==> src/rtl/rop_types.sv <==
// Shared ROP types: CSR layout, DCR offset map and config FSM states.
// Latency: n/a (types and constants only).
// Backpressure: n/a.
package rop_types;

    // DCR offsets relative to the block's DCR base address
    localparam int unsigned ROP_DCR_ZBUF_ADDR      = 0;
    localparam int unsigned ROP_DCR_ZBUF_PITCH     = 1;
    localparam int unsigned ROP_DCR_CBUF_ADDR      = 2;
    localparam int unsigned ROP_DCR_CBUF_PITCH     = 3;
    localparam int unsigned ROP_DCR_ZFUNC          = 4;
    localparam int unsigned ROP_DCR_SFUNC          = 5;
    localparam int unsigned ROP_DCR_ZFAIL          = 6;
    localparam int unsigned ROP_DCR_ZPASS          = 7;
    localparam int unsigned ROP_DCR_SFAIL          = 8;
    localparam int unsigned ROP_DCR_BLEND_MODE_RGB = 9;
    localparam int unsigned ROP_DCR_BLEND_MODE_A   = 10;
    localparam int unsigned ROP_DCR_BLEND_SRC_RGB  = 11;
    localparam int unsigned ROP_DCR_BLEND_SRC_A    = 12;
    localparam int unsigned ROP_DCR_BLEND_DST_RGB  = 13;
    localparam int unsigned ROP_DCR_BLEND_DST_A    = 14;
    localparam int unsigned ROP_DCR_BLEND_CONST    = 15;
    localparam int unsigned ROP_DCR_LOGIC_OP       = 16;
    localparam int unsigned ROP_DCR_COMMIT         = 17;
    localparam int unsigned ROP_DCR_COUNT          = 18;

    // Full configuration seen by the depth/stencil/blend datapath
    typedef struct packed {
        logic [31:0] zbuf_addr;
        logic [31:0] zbuf_pitch;
        logic [31:0] cbuf_addr;
        logic [31:0] cbuf_pitch;
        logic [2:0]  zfunc;
        logic [2:0]  sfunc;
        logic [2:0]  zfail;
        logic [2:0]  zpass;
        logic [2:0]  sfail;
        logic [2:0]  blend_mode_rgb;
        logic [2:0]  blend_mode_a;
        logic [3:0]  blend_src_rgb;
        logic [3:0]  blend_src_a;
        logic [3:0]  blend_dst_rgb;
        logic [3:0]  blend_dst_a;
        logic [31:0] blend_const;
        logic [3:0]  logic_op;
    } rop_csrs_t;

    typedef enum logic [1:0] {
        ROP_CFG_IDLE   = 2'd0,
        ROP_CFG_DRAIN  = 2'd1,
        ROP_CFG_COMMIT = 2'd2
    } rop_cfg_state_t;

endpackage

==> src/rtl/rop_inflight_cnt.sv <==
// Saturating up/down occupancy counter for a pipeline (count, empty, full).
// Latency: count updates on the clock edge after inc/dec.
// Backpressure: none itself; callers gate inc with !full_o; dec at empty holds.
module rop_inflight_cnt #(
    parameter int MAX = 64,
    parameter int W   = $clog2(MAX + 1)
) (
    input  logic         clk,
    input  logic         reset,
    input  logic         inc_i,
    input  logic         dec_i,
    output logic [W-1:0] count_o,
    output logic         empty_o,
    output logic         full_o
);

    logic [W-1:0] count_q;
    logic [W-1:0] count_d;

    assign count_o = count_q;
    assign empty_o = (count_q == '0);
    assign full_o  = (count_q == W'(MAX));

    // Next count: simultaneous inc/dec cancel; saturate at both ends
    always_comb begin
        count_d = count_q;
        if (inc_i && !dec_i && !full_o) begin
            count_d = count_q + W'(1);
        end else if (dec_i && !inc_i && !empty_o) begin
            count_d = count_q - W'(1);
        end
    end

    // Occupancy register
    always_ff @(posedge clk) begin
        if (reset) begin
            count_q <= '0;
        end else begin
            count_q <= count_d;
        end
    end

    // A retire with nothing in flight means the pipeline lost track of a fragment
    a_no_underflow: assert property (@(posedge clk) disable iff (reset) !(dec_i && empty_o));

endmodule

==> src/rtl/rop_csr_ctrl.sv <==
// ROP config controller: DCR writes land in a shadow set, COMMIT drains the pipe then swaps.
// Latency: shadow write +1 cycle; commit at zero occupancy updates active 2 cycles after strobe.
// Backpressure: frag_in_ready low while a commit drains/applies or pipeline holds MAX_INFLIGHT.
module rop_csr_ctrl
    import rop_types::*;
#(
    parameter logic [11:0] DCR_BASE     = 12'h100,
    parameter int          MAX_INFLIGHT = 64,
    parameter int          EPOCH_BITS   = 8
) (
    input  logic                  clk,
    input  logic                  reset,
    input  logic                  dcr_wr_valid,
    input  logic [11:0]           dcr_wr_addr,
    input  logic [31:0]           dcr_wr_data,
    input  logic                  frag_in_valid,
    output logic                  frag_in_ready,
    input  logic                  frag_out_fire,
    output rop_csrs_t             rop_csrs,
    output logic                  commit_busy,
    output logic [EPOCH_BITS-1:0] epoch
);

    localparam int CNT_W = $clog2(MAX_INFLIGHT + 1);

    rop_cfg_state_t        state_q, state_d;
    logic                  commit_pending_q;
    rop_csrs_t             shadow_q, shadow_d;
    rop_csrs_t             active_q;
    logic [EPOCH_BITS-1:0] epoch_q;

    logic [CNT_W-1:0]      inflight;
    logic                  cnt_empty;
    logic                  cnt_full;

    // Addresses below the base wrap to large offsets and fall out of range
    logic [11:0] dcr_off;
    logic        csr_wr;
    logic        commit_wr;
    logic        frag_in_fire;
    logic        drain_done;

    assign dcr_off      = dcr_wr_addr - DCR_BASE;
    assign csr_wr       = dcr_wr_valid && (dcr_off < 12'(ROP_DCR_COMMIT));
    assign commit_wr    = dcr_wr_valid && (dcr_off == 12'(ROP_DCR_COMMIT));

    assign frag_in_ready = !reset && (state_q == ROP_CFG_IDLE) && !cnt_full;
    assign frag_in_fire  = frag_in_valid && frag_in_ready;

    // Drain finishes on the cycle the last fragment retires, not one later
    assign drain_done = cnt_empty || ((inflight == CNT_W'(1)) && frag_out_fire);

    assign rop_csrs    = active_q;
    assign epoch       = epoch_q;
    assign commit_busy = (state_q != ROP_CFG_IDLE) || commit_pending_q;

    rop_inflight_cnt #(
        .MAX (MAX_INFLIGHT),
        .W   (CNT_W)
    ) u_inflight (
        .clk     (clk),
        .reset   (reset),
        .inc_i   (frag_in_fire),
        .dec_i   (frag_out_fire),
        .count_o (inflight),
        .empty_o (cnt_empty),
        .full_o  (cnt_full)
    );

    // Decode DCR writes into the shadow set; narrow fields take data LSBs
    always_comb begin
        shadow_d = shadow_q;
        if (csr_wr) begin
            case (dcr_off)
                12'(ROP_DCR_ZBUF_ADDR):      shadow_d.zbuf_addr      = dcr_wr_data;
                12'(ROP_DCR_ZBUF_PITCH):     shadow_d.zbuf_pitch     = dcr_wr_data;
                12'(ROP_DCR_CBUF_ADDR):      shadow_d.cbuf_addr      = dcr_wr_data;
                12'(ROP_DCR_CBUF_PITCH):     shadow_d.cbuf_pitch     = dcr_wr_data;
                12'(ROP_DCR_ZFUNC):          shadow_d.zfunc          = dcr_wr_data[2:0];
                12'(ROP_DCR_SFUNC):          shadow_d.sfunc          = dcr_wr_data[2:0];
                12'(ROP_DCR_ZFAIL):          shadow_d.zfail          = dcr_wr_data[2:0];
                12'(ROP_DCR_ZPASS):          shadow_d.zpass          = dcr_wr_data[2:0];
                12'(ROP_DCR_SFAIL):          shadow_d.sfail          = dcr_wr_data[2:0];
                12'(ROP_DCR_BLEND_MODE_RGB): shadow_d.blend_mode_rgb = dcr_wr_data[2:0];
                12'(ROP_DCR_BLEND_MODE_A):   shadow_d.blend_mode_a   = dcr_wr_data[2:0];
                12'(ROP_DCR_BLEND_SRC_RGB):  shadow_d.blend_src_rgb  = dcr_wr_data[3:0];
                12'(ROP_DCR_BLEND_SRC_A):    shadow_d.blend_src_a    = dcr_wr_data[3:0];
                12'(ROP_DCR_BLEND_DST_RGB):  shadow_d.blend_dst_rgb  = dcr_wr_data[3:0];
                12'(ROP_DCR_BLEND_DST_A):    shadow_d.blend_dst_a    = dcr_wr_data[3:0];
                12'(ROP_DCR_BLEND_CONST):    shadow_d.blend_const    = dcr_wr_data;
                12'(ROP_DCR_LOGIC_OP):       shadow_d.logic_op       = dcr_wr_data[3:0];
                default:                     shadow_d                = shadow_q;
            endcase
        end
    end

    // Commit sequencing: IDLE -> DRAIN until empty -> one COMMIT cycle
    always_comb begin
        state_d = state_q;
        case (state_q)
            ROP_CFG_IDLE:   if (commit_wr) state_d = ROP_CFG_DRAIN;
            ROP_CFG_DRAIN:  if (drain_done) state_d = ROP_CFG_COMMIT;
            ROP_CFG_COMMIT: state_d = commit_wr ? ROP_CFG_DRAIN : ROP_CFG_IDLE;
            default:        state_d = ROP_CFG_IDLE;
        endcase
    end

    // State, shadow and active registers; active copies pre-write shadow in COMMIT
    always_ff @(posedge clk) begin
        if (reset) begin
            state_q          <= ROP_CFG_IDLE;
            commit_pending_q <= 1'b0;
            shadow_q         <= '0;
            active_q         <= '0;
            epoch_q          <= '0;
        end else begin
            state_q          <= state_d;
            commit_pending_q <= (state_q == ROP_CFG_COMMIT) && commit_wr;
            shadow_q         <= shadow_d;
            if (state_q == ROP_CFG_COMMIT) begin
                active_q <= shadow_q;
                epoch_q  <= epoch_q + EPOCH_BITS'(1);
            end
        end
    end

endmodule

==> config.mk <==
export PLATFORM = sky130hd
export DESIGN_NAME = rop_csr_ctrl
export DESIGN_NICKNAME = d
export VERILOG_FILES = /design/src/rtl/rop_types.sv /design/src/rtl/rop_inflight_cnt.sv /design/src/rtl/rop_csr_ctrl.sv
export SDC_FILE = /design/constraint.sdc
export NUM_CORES = 1
export LEC_CHECK = 0
export BUFFER_PORTS_ARGS = -buffer_cell sky130_fd_sc_hd__buf_2
export CAP_MARGIN = 20
export CORE_UTILIZATION = 52
export CTS_CLUSTER_DIAMETER = 150
export CTS_CLUSTER_SIZE = 40
export DETAILED_ROUTE_END_ITERATION = 16
export PLACE_DENSITY = 0.75
export SLEW_MARGIN = 20
export SYNTH_ARGS = -nofsm -noshare
export SYNTH_HDL_FRONTEND = slang
export SYNTH_SLANG_ARGS = --single-unit
export TNS_END_PERCENT = 50
==> constraint.sdc <==
create_clock -name clk -period 2.73 [get_ports clk]
set_input_delay 0.273 -clock clk [delete_from_list [all_inputs] [get_ports clk]]
set_output_delay 0.273 -clock clk [all_outputs]
set_load 0.1 [all_outputs]
==> summary by stage <==
Outcome
The run finished with clean final reports.

Placement
The half-perimeter wire length after placement is roughly 25000 um. The standard cell area after detailed placement is about 17000 sq um. The placed cell count is 2385. The number of input and output port buffers inserted is 259. The placer's final routability congestion estimate is roughly 0.86.

Timing
Clock skew on the completed layout was measured at 29.2 ps. The final critical path takes up a little over nine tenths of the cycle. The maximum clock frequency is approximately 380 MHz.

The shortest period the worst path allows is approximately 2600 ps. The final number of hold-violating endpoints came to 0. The number of failing setup endpoints in the final timing report is 0. Measured against its own limit, the worst slew margin works out to roughly 33%. After routing, the total negative slack on setup checks comes to 0 ps.

The number of max-slew violations in the final report came to 0. For the pin with the worst max-slew slack, the measured transition is ~1000 ps. Setup repair after global routing left no endpoint under its margin.

CTS
The number of clock buffers added by TritonCTS is 14. TritonCTS built the clock tree. After clock tree synthesis, the clock-pin slew on the worst setup and hold paths is about 140 ps. The number of hold buffers added after CTS was 0. The later pin in the worst-skew pair is clocked with a latency of around 530 ps.

The number of setup buffers added after CTS is 0. The number of instances resized during post-cts repair is 0. The longest clock path from root to sink contains 3 buffers. The root buffer cell chosen for the clock tree is sky130_fd_sc_hd__clkbuf_16. In this run the number of H-tree levels came out at 1. The clock net sink count is 420.

GRT
Entering global routing, the biggest net connects between 200 and 250 pins. The first global-routing pass estimated around 60000 um of wire. The initial antenna violation count came to 0.

The total routing resource utilization after global routing is 26.0%. The number of global-route vias before repair is ~11000. Global routing finished with a remaining overflow of 0.

Pwr
IR analysis of the VDD net gives a maximum drop of 431 uV. Overall power consumption after layout is estimated at about 9.6 mW. The leakage power figure is roughly 6.4 nW. The power per cell area is around 570 nW/um^2.

Detailed routing
In this run the remaining antenna-violating nets after routing total 0. The routed length per placed instance is 16.2 um. The overall routed net length is 39000 um. For this run, design rule violations remaining after detail routing come to 0.

In the routed layout, each cell is associated on average with a via count of between 5 and 6. The first detailed-routing pass took 5 iterations. The final route contains ~13000 vias. The violation count after the first detailed-route iteration is about 1100.

Setup path
The required arrival time at the worst endpoint is 2460 ps. The signal on the critical path passes through or4_1, nor3_1, nor4_4, buf_2. In this design, the stage delay of the slowest critical-path cell is approximately 620 ps. The arrival time reported for the critical path endpoint is about 2400 ps. The largest fanout on the critical path is 8. The slowest stage of the critical path belongs to the cell sky130_fd_sc_hd__or4_1. STA classifies the critical path startpoint as a flop. The setup path with the least slack is of type reg -> out. STA classifies the critical path endpoint as a primary output.

Synthesis
After synthesis, the netlist uses 37 different library cells. The total of warnings raised by yosys is 0. The share of synthesized area in the top cell type comes to between 50 and 60%. The average instance in the mapped netlist occupies roughly 8.0 sq um. After synthesis the netlist holds a flip-flop and latch count of 420.

When the netlist entered floorplanning its net count stood at approximately 1900. Of all cell types, the one taking the most synthesized area is sky130_fd_sc_hd__dfxtp_1. The number of flops mapped to enable cells by yosys is 0.

The part of the Yosys area used for sequential elements is a little under three fifths. The most common flop cell mapped by yosys is sky130_fd_sc_hd__dfxtp_1. Sorting the synthesized cells by area gives the leading types as sky130_fd_sc_hd__dfxtp_1 56%, sky130_fd_sc_hd__nand2_1 19%, sky130_fd_sc_hd__a21oi_1 12%, sky130_fd_sc_hd__clkbuf_1 3.2%, sky130_fd_sc_hd__mux2i_1 2.8%.

The cell count after synthesis is between 1500 and 2000. For this run, asynchronously set or reset flops after synthesis account for 0%. The combined area of all synthesized cells is 14900 sq um.

Finish
The filler-free cell count of the finished design is 2401. The layout-stage area growth over the synthesis result is 13.6%. The fraction of layout instances using a drive strength above 1 is about 16%.

The final layout contains around 2100 nets. The final instance area is around 17000 sq um. The final core area utilization is between 60% and 70%.

0 antenna diodes ended up in the layout.

Die
The core region is approximately 28000 sq um. The die covers roughly 29000 sq um. The die span in x is 171 um. The initial standard-cell utilization of the core is between 50% and 60%. The total I/O pin count is 260.

The standard-cell row count is 61. The chip height is roughly 170 um.

Flow run
Across the run, the number of max-cap violations was 0.

Min path
The tightest min-delay check is of the in -> reg type.
-- state kept, by name (all words and copies together), names as in the netlist --
register	flops
epoch	8
u_inflight.count_o	7
shadow_q	201
rop_csrs	201
commit_pending_q	1
state_q	2
-- cell usage in the layout, fill, tap and decap left out, drive strengths merged, types with 5 or more instances in the layout --
| cell | n |
|---|---|
| nand2 | 735 |
| dfxtp | 420 |
| a21oi | 365 |
| buf | 285 |
| nor2 | 62 |
| mux2i | 41 |
| clkbuf | 15 |
| nand3 | 14 |
| nor3 | 12 |
| or3 | 9 |
| xnor2 | 7 |
| inv | 6 |
| nor2b | 6 |
| xor2 | 5 |
-- layout make-up --
type	instances	area [sq um]
Sequential cell	420	8410
Timing Repair Buffer	285	1630
Clock inverter	1	20.0
Tap cell	378	473
Inverter	5	18.8
Fill cell	2586	11000
Clock buffer	15	375
Multi-Input combinational cell	1297	5990
-- cell families after synthesis --
family,share of synthesized area (%)
xor+xnor,0.706
flops,56.5
buf+inv,3.70
fa+ha+maj,0.336
mux,2.83
simple gates,23.2
compound gates,12.8
-- Yosys cell counts (all sizes together), types with 2 or more instances --
master,instances
or3,9
and3,4
or4b,3
nand3,14
nor4b,3
xor2,5
xnor2,7
ha,4
a31oi,4
o21ai,2
nor2b,6
a21oi,365
dfxtp,420
clkbuf,127
nor3,12
inv,5
nor4,4
or4,2
nor2,62
buf,11
mux2i,41
nand2,735
o31ai,3
nand2b,4
-- power by group --
group | internal (mW) | leakage (nW) | switching, mW
Sequential | 6.16 | 3.38 | 0.0531
Clock | 1.02 | 0.195 | 1.80
Combinational | 0.174 | 2.82 | 0.379
Total | 7.36 | 6.40 | 2.23
-- per-layer routing --
metal / part of all wire, % / track usage (%) / vias up
met5: 0 / 0 / -
met4: 2.7 / 7.65 / 0
met3: 6.2 / 3.34 / 57
met2: 48 / 44.6 / 400
met1: 43 / 34.0 / 5921
li1: - / - / 6296
-- critical path, delay by kind of cell (launching register included) --
family	cells	cell delay, ps
buffers and inverters	1	310
flip-flops	1	400
AND/OR/NAND/NOR	3	1140
-- through the flow --
stage / hold slack [ps] / setup WS [ps]
floorplan: 413 / 608
global placement: 437 / 391
detailed placement: 442 / 339
CTS: 27.9 / 97.0
global route: 26.5 / 17.3
finish: 32.8 / 81.3
-- worst paths after layout --
check,from,to,slack [ps],cells after the start
max,u_inflight.count_o[2]$_SDFFE_PP0P_,frag_in_ready,80,4
min,dcr_wr_data[30],shadow_q[199]$_SDFFE_PP0P_,30,3
max reg2reg,u_inflight.count_o[2]$_SDFFE_PP0P_,u_inflight.count_o[2]$_SDFFE_PP0P_,440,5
min reg2reg,shadow_q[3]$_SDFFE_PP0P_,rop_csrs[3]$_SDFFE_PP0P_,430,2
No activity file was read; power rests on OpenSTA's default activity.
